### src/rtl/pll_seq_pkg.sv
// Shared definitions for the PLL reset sequencer.
//   state_e : sequencer FSM states
//   clog2   : ceiling log2, used to size counters and ports from parameters
package pll_seq_pkg;

  typedef enum logic [2:0] {
    PLL_RST   = 3'd0,
    WAIT_LOCK = 3'd1,
    STABLE    = 3'd2,
    RELEASE   = 3'd3,
    RUN       = 3'd4,
    FAIL      = 3'd5
  } state_e;

  // Returns the smallest r with 2**r >= v.
  function automatic int clog2(input int v);
    int r;
    r = 0;
    while ((1 << r) < v) r++;
    return r;
  endfunction

endpackage

### src/rtl/pll_reset_sequencer_sync_2ff.sv
// Two-flop synchronizer for a single asynchronous level.
//   clk : destination clock
//   rst : asynchronous active-high reset, clears both flops to 0
//   d   : asynchronous input
//   q   : synchronized output, two cycles of latency
module sync_2ff (
  input  logic clk,
  input  logic rst,
  input  logic d,
  output logic q
);

  logic meta_q;
  logic sync_q;

  always_ff @(posedge clk or posedge rst) begin
    if (rst) begin
      meta_q <= 1'b0;
      sync_q <= 1'b0;
    end else begin
      meta_q <= d;
      sync_q <= meta_q;
    end
  end

  assign q = sync_q;

endmodule

### src/rtl/pll_reset_sequencer.sv
// Brings up the DDR3 clocking PLL from the free-running board clock: pulses
// the PLL reset, qualifies LOCKED, then releases downstream resets one domain
// at a time. Lock loss or lock timeout re-pulses the PLL; too many timeouts
// park the block in FAIL until soft_restart or reset.
//   clk_in1      : free-running reference clock
//   reset        : asynchronous active-high reset
//   pll_locked   : PLL LOCKED, asynchronous to clk_in1
//   soft_restart : single-cycle request to restart the whole sequence
//   pll_reset    : PLL RST, active-high
//   domain_rst   : per-domain active-high resets, released in index order
//   ready        : high only in RUN
//   error        : high only in FAIL
//   retry_count  : timeouts consumed in the current attempt
module pll_reset_sequencer
  import pll_seq_pkg::*;
#(
  parameter int NUM_DOMAINS         = 4,
  parameter int PLL_RST_CYCLES      = 16,
  parameter int LOCK_STABLE_CYCLES  = 1024,
  parameter int LOCK_TIMEOUT_CYCLES = 65536,
  parameter int RELEASE_GAP_CYCLES  = 8,
  parameter int MAX_RETRIES         = 3
) (
  input  logic                               clk_in1,
  input  logic                               reset,
  input  logic                               pll_locked,
  input  logic                               soft_restart,
  output logic                               pll_reset,
  output logic [NUM_DOMAINS-1:0]             domain_rst,
  output logic                               ready,
  output logic                               error,
  output logic [clog2(MAX_RETRIES+1)-1:0]    retry_count
);

  localparam int RST_W = clog2(PLL_RST_CYCLES + 1);
  localparam int STB_W = clog2(LOCK_STABLE_CYCLES + 1);
  localparam int TO_W  = clog2(LOCK_TIMEOUT_CYCLES + 1);
  localparam int GAP_W = clog2(RELEASE_GAP_CYCLES + 1);
  localparam int RTY_W = clog2(MAX_RETRIES + 1);

  localparam logic [RST_W-1:0] RST_LAST = RST_W'(PLL_RST_CYCLES - 1);
  localparam logic [STB_W-1:0] STB_LAST = STB_W'(LOCK_STABLE_CYCLES - 1);
  localparam logic [TO_W-1:0]  TO_LAST  = TO_W'(LOCK_TIMEOUT_CYCLES - 1);
  localparam logic [GAP_W-1:0] GAP_LAST = GAP_W'(RELEASE_GAP_CYCLES - 1);
  localparam logic [RTY_W-1:0] RTY_MAX  = RTY_W'(MAX_RETRIES);

  logic locked_s;

  sync_2ff u_lock_sync (
    .clk (clk_in1),
    .rst (reset),
    .d   (pll_locked),
    .q   (locked_s)
  );

  state_e                 state_q, state_d;
  logic [RST_W-1:0]       rst_cnt_q, rst_cnt_d;
  logic [STB_W-1:0]       stab_cnt_q, stab_cnt_d;
  logic [TO_W-1:0]        to_cnt_q, to_cnt_d;
  logic [GAP_W-1:0]       gap_cnt_q, gap_cnt_d;
  logic [RTY_W-1:0]       retry_q, retry_d;
  logic                   pll_reset_q, pll_reset_d;
  logic [NUM_DOMAINS-1:0] domain_rst_q, domain_rst_d;
  logic                   ready_q, ready_d;
  logic                   error_q, error_d;

  logic                   timeout;
  logic                   tmo_evt;
  logic                   restart;
  logic [TO_W-1:0]        to_inc;

  always_comb begin
    state_d      = state_q;
    rst_cnt_d    = rst_cnt_q;
    stab_cnt_d   = stab_cnt_q;
    to_cnt_d     = to_cnt_q;
    gap_cnt_d    = gap_cnt_q;
    retry_d      = retry_q;
    pll_reset_d  = pll_reset_q;
    domain_rst_d = domain_rst_q;
    ready_d      = ready_q;
    error_d      = error_q;
    tmo_evt      = 1'b0;
    restart      = 1'b0;
    timeout      = (to_cnt_q == TO_LAST);
    // Saturating step: the timeout counter runs across WAIT_LOCK/STABLE
    // and must never wrap past its terminal value.
    to_inc       = timeout ? to_cnt_q : to_cnt_q + 1'b1;

    case (state_q)
      PLL_RST: begin
        if (rst_cnt_q == RST_LAST) begin
          state_d     = WAIT_LOCK;
          pll_reset_d = 1'b0;
          to_cnt_d    = '0;
        end else begin
          rst_cnt_d = rst_cnt_q + 1'b1;
        end
      end
      WAIT_LOCK: begin
        if (locked_s) begin
          state_d    = STABLE;
          stab_cnt_d = '0;
          to_cnt_d   = to_inc;
        end else if (timeout) begin
          tmo_evt = 1'b1;
        end else begin
          to_cnt_d = to_inc;
        end
      end
      STABLE: begin
        // Timeout wins over stable-count completion.
        if (timeout) begin
          tmo_evt = 1'b1;
        end else begin
          to_cnt_d = to_inc;
          if (!locked_s) begin
            state_d    = WAIT_LOCK;
            stab_cnt_d = '0;
          end else if (stab_cnt_q == STB_LAST) begin
            // Domain 0 comes out of reset on this edge.
            state_d      = RELEASE;
            gap_cnt_d    = '0;
            domain_rst_d = domain_rst_q << 1;
          end else begin
            stab_cnt_d = stab_cnt_q + 1'b1;
          end
        end
      end
      RELEASE: begin
        // Released domains are always a contiguous run from bit 0, so each
        // step is a left shift that clears the next bit up.
        if (!locked_s) begin
          restart = 1'b1;
        end else if (domain_rst_q == '0) begin
          state_d = RUN;
          ready_d = 1'b1;
          retry_d = '0;
        end else if (gap_cnt_q == GAP_LAST) begin
          gap_cnt_d    = '0;
          domain_rst_d = domain_rst_q << 1;
        end else begin
          gap_cnt_d = gap_cnt_q + 1'b1;
        end
      end
      RUN: begin
        retry_d = '0;
        if (!locked_s) restart = 1'b1;
      end
      FAIL: begin
        error_d = 1'b1;
      end
      default: begin
        restart = 1'b1;
      end
    endcase

    if (tmo_evt) begin
      if (retry_q == RTY_MAX) begin
        state_d      = FAIL;
        error_d      = 1'b1;
        pll_reset_d  = 1'b1;
        domain_rst_d = '1;
      end else begin
        retry_d = retry_q + 1'b1;
        restart = 1'b1;
      end
    end

    // soft_restart overrides lock loss and timeout; inside PLL_RST it is
    // dropped so the pulse width stays fixed.
    if (soft_restart && (state_q != PLL_RST)) begin
      restart = 1'b1;
      retry_d = '0;
      error_d = 1'b0;
    end

    if (restart) begin
      state_d      = PLL_RST;
      rst_cnt_d    = '0;
      pll_reset_d  = 1'b1;
      domain_rst_d = '1;
      ready_d      = 1'b0;
    end
  end

  always_ff @(posedge clk_in1 or posedge reset) begin
    if (reset) begin
      state_q      <= PLL_RST;
      rst_cnt_q    <= '0;
      stab_cnt_q   <= '0;
      to_cnt_q     <= '0;
      gap_cnt_q    <= '0;
      retry_q      <= '0;
      pll_reset_q  <= 1'b1;
      domain_rst_q <= '1;
      ready_q      <= 1'b0;
      error_q      <= 1'b0;
    end else begin
      state_q      <= state_d;
      rst_cnt_q    <= rst_cnt_d;
      stab_cnt_q   <= stab_cnt_d;
      to_cnt_q     <= to_cnt_d;
      gap_cnt_q    <= gap_cnt_d;
      retry_q      <= retry_d;
      pll_reset_q  <= pll_reset_d;
      domain_rst_q <= domain_rst_d;
      ready_q      <= ready_d;
      error_q      <= error_d;
    end
  end

  assign pll_reset   = pll_reset_q;
  assign domain_rst  = domain_rst_q;
  assign ready       = ready_q;
  assign error       = error_q;
  assign retry_count = retry_q;

endmodule
### config.mk
export PLATFORM = sky130hd
export DESIGN_NAME = pll_reset_sequencer
export DESIGN_NICKNAME = d
export VERILOG_FILES = /design/src/rtl/pll_seq_pkg.sv /design/src/rtl/pll_reset_sequencer_sync_2ff.sv /design/src/rtl/pll_reset_sequencer.sv
export SDC_FILE = /design/constraint.sdc
export NUM_CORES = 1
export LEC_CHECK = 0
export ABC_AREA = 0
export ABC_CLOCK_PERIOD_IN_PS = 2300
export BUFFER_PORTS_ARGS = -buffer_cell sky130_fd_sc_hd__buf_2
export CELL_PAD_IN_SITES_DETAIL_PLACEMENT = 0
export CELL_PAD_IN_SITES_GLOBAL_PLACEMENT = 1
export CORE_MARGIN = 2
export CORE_UTILIZATION = 25
export CTS_BUF_LIST = sky130_fd_sc_hd__clkbuf_2 sky130_fd_sc_hd__clkbuf_4 sky130_fd_sc_hd__clkbuf_8
export DETAILED_ROUTE_END_ITERATION = 12
export PLACE_DENSITY = 0.45
export SLEW_MARGIN = 20
export SYNTH_ARGS = -nofsm -noshare
export SYNTH_HDL_FRONTEND = slang
export SYNTH_SLANG_ARGS = --single-unit
### constraint.sdc
create_clock -name clk_in1 -period 2.3 [get_ports clk_in1]
set_clock_uncertainty 0.1 [all_clocks]
set_input_delay 0.23 -clock clk_in1 [delete_from_list [all_inputs] [get_ports clk_in1]]
set_output_delay 0.23 -clock clk_in1 [all_outputs]
set_load 0.1 [all_outputs]
=== Yosys cells after proc, flatten, opt, wreduce, memory -nomap -nowiden ===
Index checks and enable logic that the tools add are counted.

* Muxes and demuxes: 68
* Add/subtract/negate cells: 5
* Equal/unequal tests: 19
* Reductions and logical operators: 18

{| class="wikitable"
|+ Operators with widths
! cell !! count
|-
| 17-bit 2-to-1 mux || 4
|-
| 4-bit 2-to-1 mux || 15
|-
| 17-bit case mux with 3 select lines || 1
|-
| 11-bit 2-to-1 mux || 4
|-
| 3-bit 2-to-1 mux || 10
|-
| 11-bit case mux with 2 select lines || 1
|-
| 1-bit 2-to-1 mux || 19
|-
| 17-bit by 1-bit adder with 17-bit output (second input constant) || 1
|-
| 17-bit by 16-bit == test with 1-bit output (second input constant) || 1
|-
| 4-bit case mux with 2 select lines || 2
|-
| 5-bit 2-to-1 mux || 3
|-
| 3-bit case mux with 4 select lines || 1
|-
| 2-bit nonzero test || 6
|-
| 11-bit by 1-bit adder with 11-bit output (second input constant) || 1
|-
| 11-bit by 10-bit == test with 1-bit output (second input constant) || 1
|-
| 2-bit 2-to-1 mux || 5
|-
| 2-bit inequality test (second input constant) || 5
|-
| 3-bit by 2-bit == test with 1-bit output (second input constant) || 2
|-
| 3-bit == test (second input constant) || 2
|-
| 2-bit by 1-bit inequality test with 1-bit output (second input constant) || 3
|-
| 6-bit AND reduction || 1
|-
| 3-bit nonzero test || 2
|-
| 5-bit by 1-bit adder with 5-bit output (second input constant) || 1
|-
| 5-bit by 4-bit == test with 1-bit output (second input constant) || 1
|-
| 16 further kinds || 18
|}

* Output and inout bits: 9
* Bits in registers: 51
* Logic and storage cells: 122
* Input port bits: 4

=== Depth between registers and ports, before layout ===
* Word-level depth: 8
* Mapped depth: 8
* Depth with buffers taken out: 8

=== Hierarchy ===
Synthesis repeated with hierarchy kept, for this count alone.

* Cell total of the unflattened synthesis: 311
* Area total of the unflattened synthesis: 2872.8 µm²

{| class="wikitable"
|+ By module, submodules not included
! module !! cells each !! sequential area each (µm²) !! area an instance (µm²) !! times used
|-
| pll_reset_sequencer || 308 || 1232.4 || 2819.0 || 1
|-
| sync_2ff || 3 || 50.0 || 53.8 || 1
|}

=== Least setup slack after synthesis ===
No wires, ideal clock.

* Path kind: register to register
* Start: reg rst_cnt_q[0]
* End: reg to_cnt_q[5]
* Buffers on the path: 0
* Setup slack: 0.239 ns
* Arrival: 1.843 ns
* Setup time: 0.118 ns
* Stages on the path, launching flop included: 9
* Clock period less this slack: 2.061 ns
* Path through: dfrtp_1 > ha_1 > and3_1 > ha_1 > or3_1 > nand3_1 > or3_1 > nor3b_1 > a21o_1

* Word-level cells in the longest chain between the ends: 3

{| class="wikitable"
|+ RTL lines
! element !! line !! source
|-
| start, declared || pll_reset_sequencer.sv:57 || <nowiki>logic [RST_W-1:0] rst_cnt_q, rst_cnt_d;</nowiki>
|-
| start signal, assigned || pll_reset_sequencer.sv:201 || <nowiki>rst_cnt_q <= rst_cnt_d;</nowiki>
|-
| 5-bit by 4-bit == test with 1-bit output || pll_reset_sequencer.sv:92 || <nowiki>if (rst_cnt_q == RST_LAST) begin</nowiki>
|-
| 2-bit inequality test (no line) || - ||
|-
| 2-bit AND reduction (no line) || - ||
|-
| end signal, assigned || pll_reset_sequencer.sv:203 || <nowiki>to_cnt_q <= to_cnt_d;</nowiki>
|-
| end, declared || pll_reset_sequencer.sv:59 || <nowiki>logic [TO_W-1:0] to_cnt_q, to_cnt_d;</nowiki>
|}

Every way passes these cells.
A chain may end at the register's enable or synchronous reset.

=== Final worst setup path ===
* Start: reg to_cnt_q[1]
* End: reg domain_rst_q[2], in the netlist domain_rst[2]

* Word-level cells in the longest chain between the ends: 7
* Elaborated cells on any way between the ends: 11

{| class="wikitable"
|+ RTL lines
! element !! line !! source
|-
| 17-bit by 16-bit == test with 1-bit output (*) || pll_reset_sequencer.sv:85 || <nowiki>timeout = (to_cnt_q == TO_LAST);</nowiki>
|-
| 1-bit 2-to-1 mux || pll_reset_sequencer.sv:105, pll_reset_sequencer.sv:113 ||
|-
| 1-bit 2-to-1 mux || pll_reset_sequencer.sv:101 || <nowiki>if (locked_s) begin</nowiki>
|-
| 1-bit case mux with 2 select lines || pll_reset_sequencer.sv:90 || <nowiki>case (state_q)</nowiki>
|-
| 1-bit 2-to-1 mux || pll_reset_sequencer.sv:158 || <nowiki>if (tmo_evt) begin</nowiki>
|-
| 1-bit 2-to-1 mux || pll_reset_sequencer.sv:172 || <nowiki>if (soft_restart && (state_q != PLL_RST)) begin</nowiki>
|-
| 4-bit 2-to-1 mux (*) || pll_reset_sequencer.sv:178 || <nowiki>if (restart) begin</nowiki>
|-
| net domain_rst_d[2] || pll_reset_sequencer.sv:63 || <nowiki>logic [NUM_DOMAINS-1:0] domain_rst_q, domain_rst_d;</nowiki>
|-
| end signal, assigned || pll_reset_sequencer.sv:207 || <nowiki>domain_rst_q <= domain_rst_d;</nowiki>
|-
| end, declared || pll_reset_sequencer.sv:63 ||
|}

Mark *: on every way through the listed nets, which the timed path passes. The rest lies on a longest branch.

==> flow_summary_export.csv <==
group,metric,value,unit
detailed_routing,post_drt_wl_per_cell,16.0,microns
setup_path,crit_start,"to_cnt_q[1]",
placement,hpwl,5400,microns
finish,regArea,1280,sq um
power,finalPower,2.92,mW
die,die_h,111,microns
setup_path,crit_path_end_kind,"flop",
sta,tightest_slew,0.544,ns
global_route,grt_max_degree,34,
detailed_routing,drtIter0Drc,107,
clocking,postCtsSetupRepairBufs,0,
global_route,grt_overflow,0,
power,cellLeakagePower,1.44,nW
sta,slew_viol_final,0,
sta,slew_headroom,63.8,%
clocking,cts_sinks,51,
yosys,synthCells,302,
sta,final_hold_viol_count,0,
placement,place_congestion,0.709,
finish,fin_cells,476,
power,swShare,43.6,%
clocking,clockBufferDepth,2,
setup_path,endpoint,"domain_rst[2]",
yosys,synth_cell_types,57,
setup_path,worstPathMaxFanout,13,
sta,clock.fmax,0.464,GHz
sta,finalCritPeriodShare,93.8,%
detailed_routing,vias,2404,
clocking,numCtsBuffers,5,
detailed_routing,drc_errors,0,
die,die_w,111,microns
setup_path,rr_endpoint,"domain_rst[2]",
yosys,yosysSeqAreaShare,44.6,%
placement,preCtsSetupSlack,0.0997,ns
sta,period_needed,2.16,ns
setup_path,reg2reg_depth,7,
setup_path,reg2reg_slack,0.14,ns
power,intPower,1.65,mW
clocking,clk_latency,0.33,ns
setup_path,critPathKind,"reg -> reg",
power,combinationalPowerShare,38.7,%
placement,io_buffers,12,
yosys,netlist_area,2880,sq um
yosys,yosysWarnings,0,
detailed_routing,via_per_inst,5.05,
detailed_routing,ant_nets,0,
finish,fin_nets,342,
finish,multi_input_area,1490,sq um
clocking,cts_tree,"done",
sta,setup_viol,0,
sta,tns,0,ns
power,p_switching,1.27,mW
die,core-area,11300,sq um
setup_path,worstPathArrival,2.31,ns
setup_path,worstSetupStartpointType,"flop",
finish,drive_gt1_share,18.6,%
job,cap_violations,0,
die,die_area,12400,sq um
detailed_routing,drt_first_pass_iters,4,
finish,syn2layout_area_growth,16.1,%
detailed_routing,drt_wl_total,7600,microns
setup_path,worstReg2RegStart,"to_cnt_q[1]",
min_path,min_path_type,"in -> reg",
placement,dp_cells,466,
global_route,grt_pass1_wl,12900,microns
sta,fin_ws,0.143,ns
global_route,grt_pass1_vias,2381,
power,peakVddDrop,0.582,mV
die,ios,13,
global_route,track_usage,13.2,%
clocking,cts-htree-levels,2,
power,clock_power_share,18.8,%
status,outcome,"complete, no violations",
finish,antenna_cells,0,
power,power_density,874,nW/um^2
power,p_seq_share,42.5,%
sta,rsz0062_at_grt,"no",
yosys,async_flop_share,100,%
finish,n_fill_cell,1242,
die,rows,39,
yosys,ys_ff_latch,51,
yosys,synth-edff-count,0,
clocking,ctsRootBufferMaster,"clkbuf_8",
yosys,synth_nets,312,
global_route,antenna_found_initial,0,
yosys,synth_area_per_cell,9.52,sq um
yosys,synthFlopType,"dfrtp_1",
clocking,clk_pin_slew_worst_paths,0.10,ns
die,start_util,25.4,%
setup_path,required,2.46,ns
critical path, cell delays in order (launching register included):
cell and delay [ns]:
dfrtp_1 0.42, ha_1 0.22, and4b_1 0.19, and4_4 0.26, a211oi_1 0.28, nor3_2 0.07, buf_4 0.17, or3_1 0.37
stage by stage:
| step | instance area, sq um | utilization, % | hold slack, ns |
|---|---|---|---|
| after global placement | 3220 | 28.4 | 0.180 |
| after global routing | 3340 | 29.5 | 0.121 |
| after detailed placement | 3220 | 28.4 | 0.179 |
| after floorplan | 2880 | - | 0.161 |
| after CTS | 3320 | 29.3 | 0.0855 |
| final | 3340 | 29.5 | 0.103 |
registers in the layout (all words and copies together) (netlist names):
register,count
u_lock_sync.meta_q,1
rst_cnt_q,5
state_q,3
ready,1
retry_count,2
error,1
u_lock_sync.q,1
domain_rst,4
to_cnt_q,17
stab_cnt_q,11
gap_cnt_q,4
pll_reset,1
layout make-up:
type,instances,share of cell area [%]
clock buffer,5,2.06
clock inverter,3,0.450
inverter,10,1.12
multi-input combinational,227,44.7
sequential,51,38.4
tap,143,5.36
timing repair buffer,37,7.94
power groups by stage:
stage	clock, mW	combinational (mW)	sequential [mW]
2_1_floorplan	0	0.556	1.54
3_3_place_gp	0	1.13	1.26
3_5_place_dp	0	1.13	1.26
4_1_cts	0.584	1.13	1.24
5_1_grt	0.629	1.25	1.28
6_report	0.548	1.13	1.24
cell families (layout without fill, tap and decap cells):
logic type / after synthesis / count (layout) / share of synthesized area, %
compound gates: 77 / 77 / 19.0
xor+xnor: 14 / 14 / 4.26
fa+ha+maj: 6 / 6 / 2.61
buf+inv: 24 / 55 / 4.13
flops: 51 / 51 / 44.6
mux: 2 / 2 / 0.696
simple gates: 128 / 128 / 24.7
metal layers:
metal,up-vias,GRT usage (%),share of wire (%)
li1,1185,-,-
met4,0,4.44,1.6
met3,8,3.88,4.3
met2,40,18.0,41
met1,1171,19.8,53
met5,-,0,0
Yosys cell counts (3+ instances only):
| master | n | share of area, % |
|---|---|---|
| nand3b_1 | 3 | 0.78 |
| a31oi_1 | 5 | 1.1 |
| xnor2_1 | 12 | 3.7 |
| nand2_1 | 19 | 2.5 |
| and2_1 | 4 | 0.87 |
| buf_6 | 3 | 1.2 |
| o2bb2ai_1 | 3 | 0.91 |
| inv_1 | 9 | 1.2 |
| dfstp_2 | 5 | 4.6 |
| a21o_1 | 5 | 1.3 |
| nand4_1 | 10 | 2.2 |
| o22ai_1 | 3 | 0.65 |
| and3_1 | 9 | 2.0 |
| nor3b_1 | 3 | 0.78 |
| nor2_1 | 32 | 4.2 |
| nand3_1 | 15 | 2.6 |
| and4_1 | 4 | 1.2 |
| nand2b_1 | 3 | 0.65 |
| a211oi_1 | 4 | 1.0 |
| o21ai_0 | 20 | 3.5 |
| or3_1 | 5 | 1.1 |
| nor3_1 | 7 | 1.2 |
| ha_1 | 6 | 2.6 |
| a21oi_1 | 12 | 2.1 |
| nor4_1 | 3 | 0.65 |
| dfrtp_1 | 46 | 40 |
| clkbuf_1 | 5 | 0.65 |
| o31ai_1 | 5 | 1.3 |
| buf_2 | 5 | 0.87 |
worst min-delay path by stage:
stage,start,end,slack (ns),cells after the start
2_1_floorplan,pll_locked,u_lock_sync.meta_q,0.16,0
3_3_place_gp,reset,stab_cnt_q[7],0.18,2
5_1_grt,soft_restart,error,0.12,2
6_report,soft_restart,error,0.10,2
4_1_cts,soft_restart,error,0.09,2
3_5_place_dp,reset,stab_cnt_q[7],0.18,2
cell usage in the layout (no fill, tap or decap), types with 6 or more instances in the layout:
cell	instances
dfrtp_1	46
nor2_1	32
buf_4	22
o21ai_0	20
nand2_1	19
nand3_1	13
a21oi_1	12
xnor2_1	12
buf_2	12
nand4_1	10
and3_1	9
inv_1	8
nor3_1	7
ha_1	6
timing repair:
| action | 4_1_cts | 5_1_grt |
|---|---|---|
| endpoints found under the setup margin | 0 | 7 |
| hold endpoints to repair | 19 | 0 |
| gates resized for setup | 0 | 3 |
| hold buffers | 2 | 0 |
(Power assumes the default switching activity.)
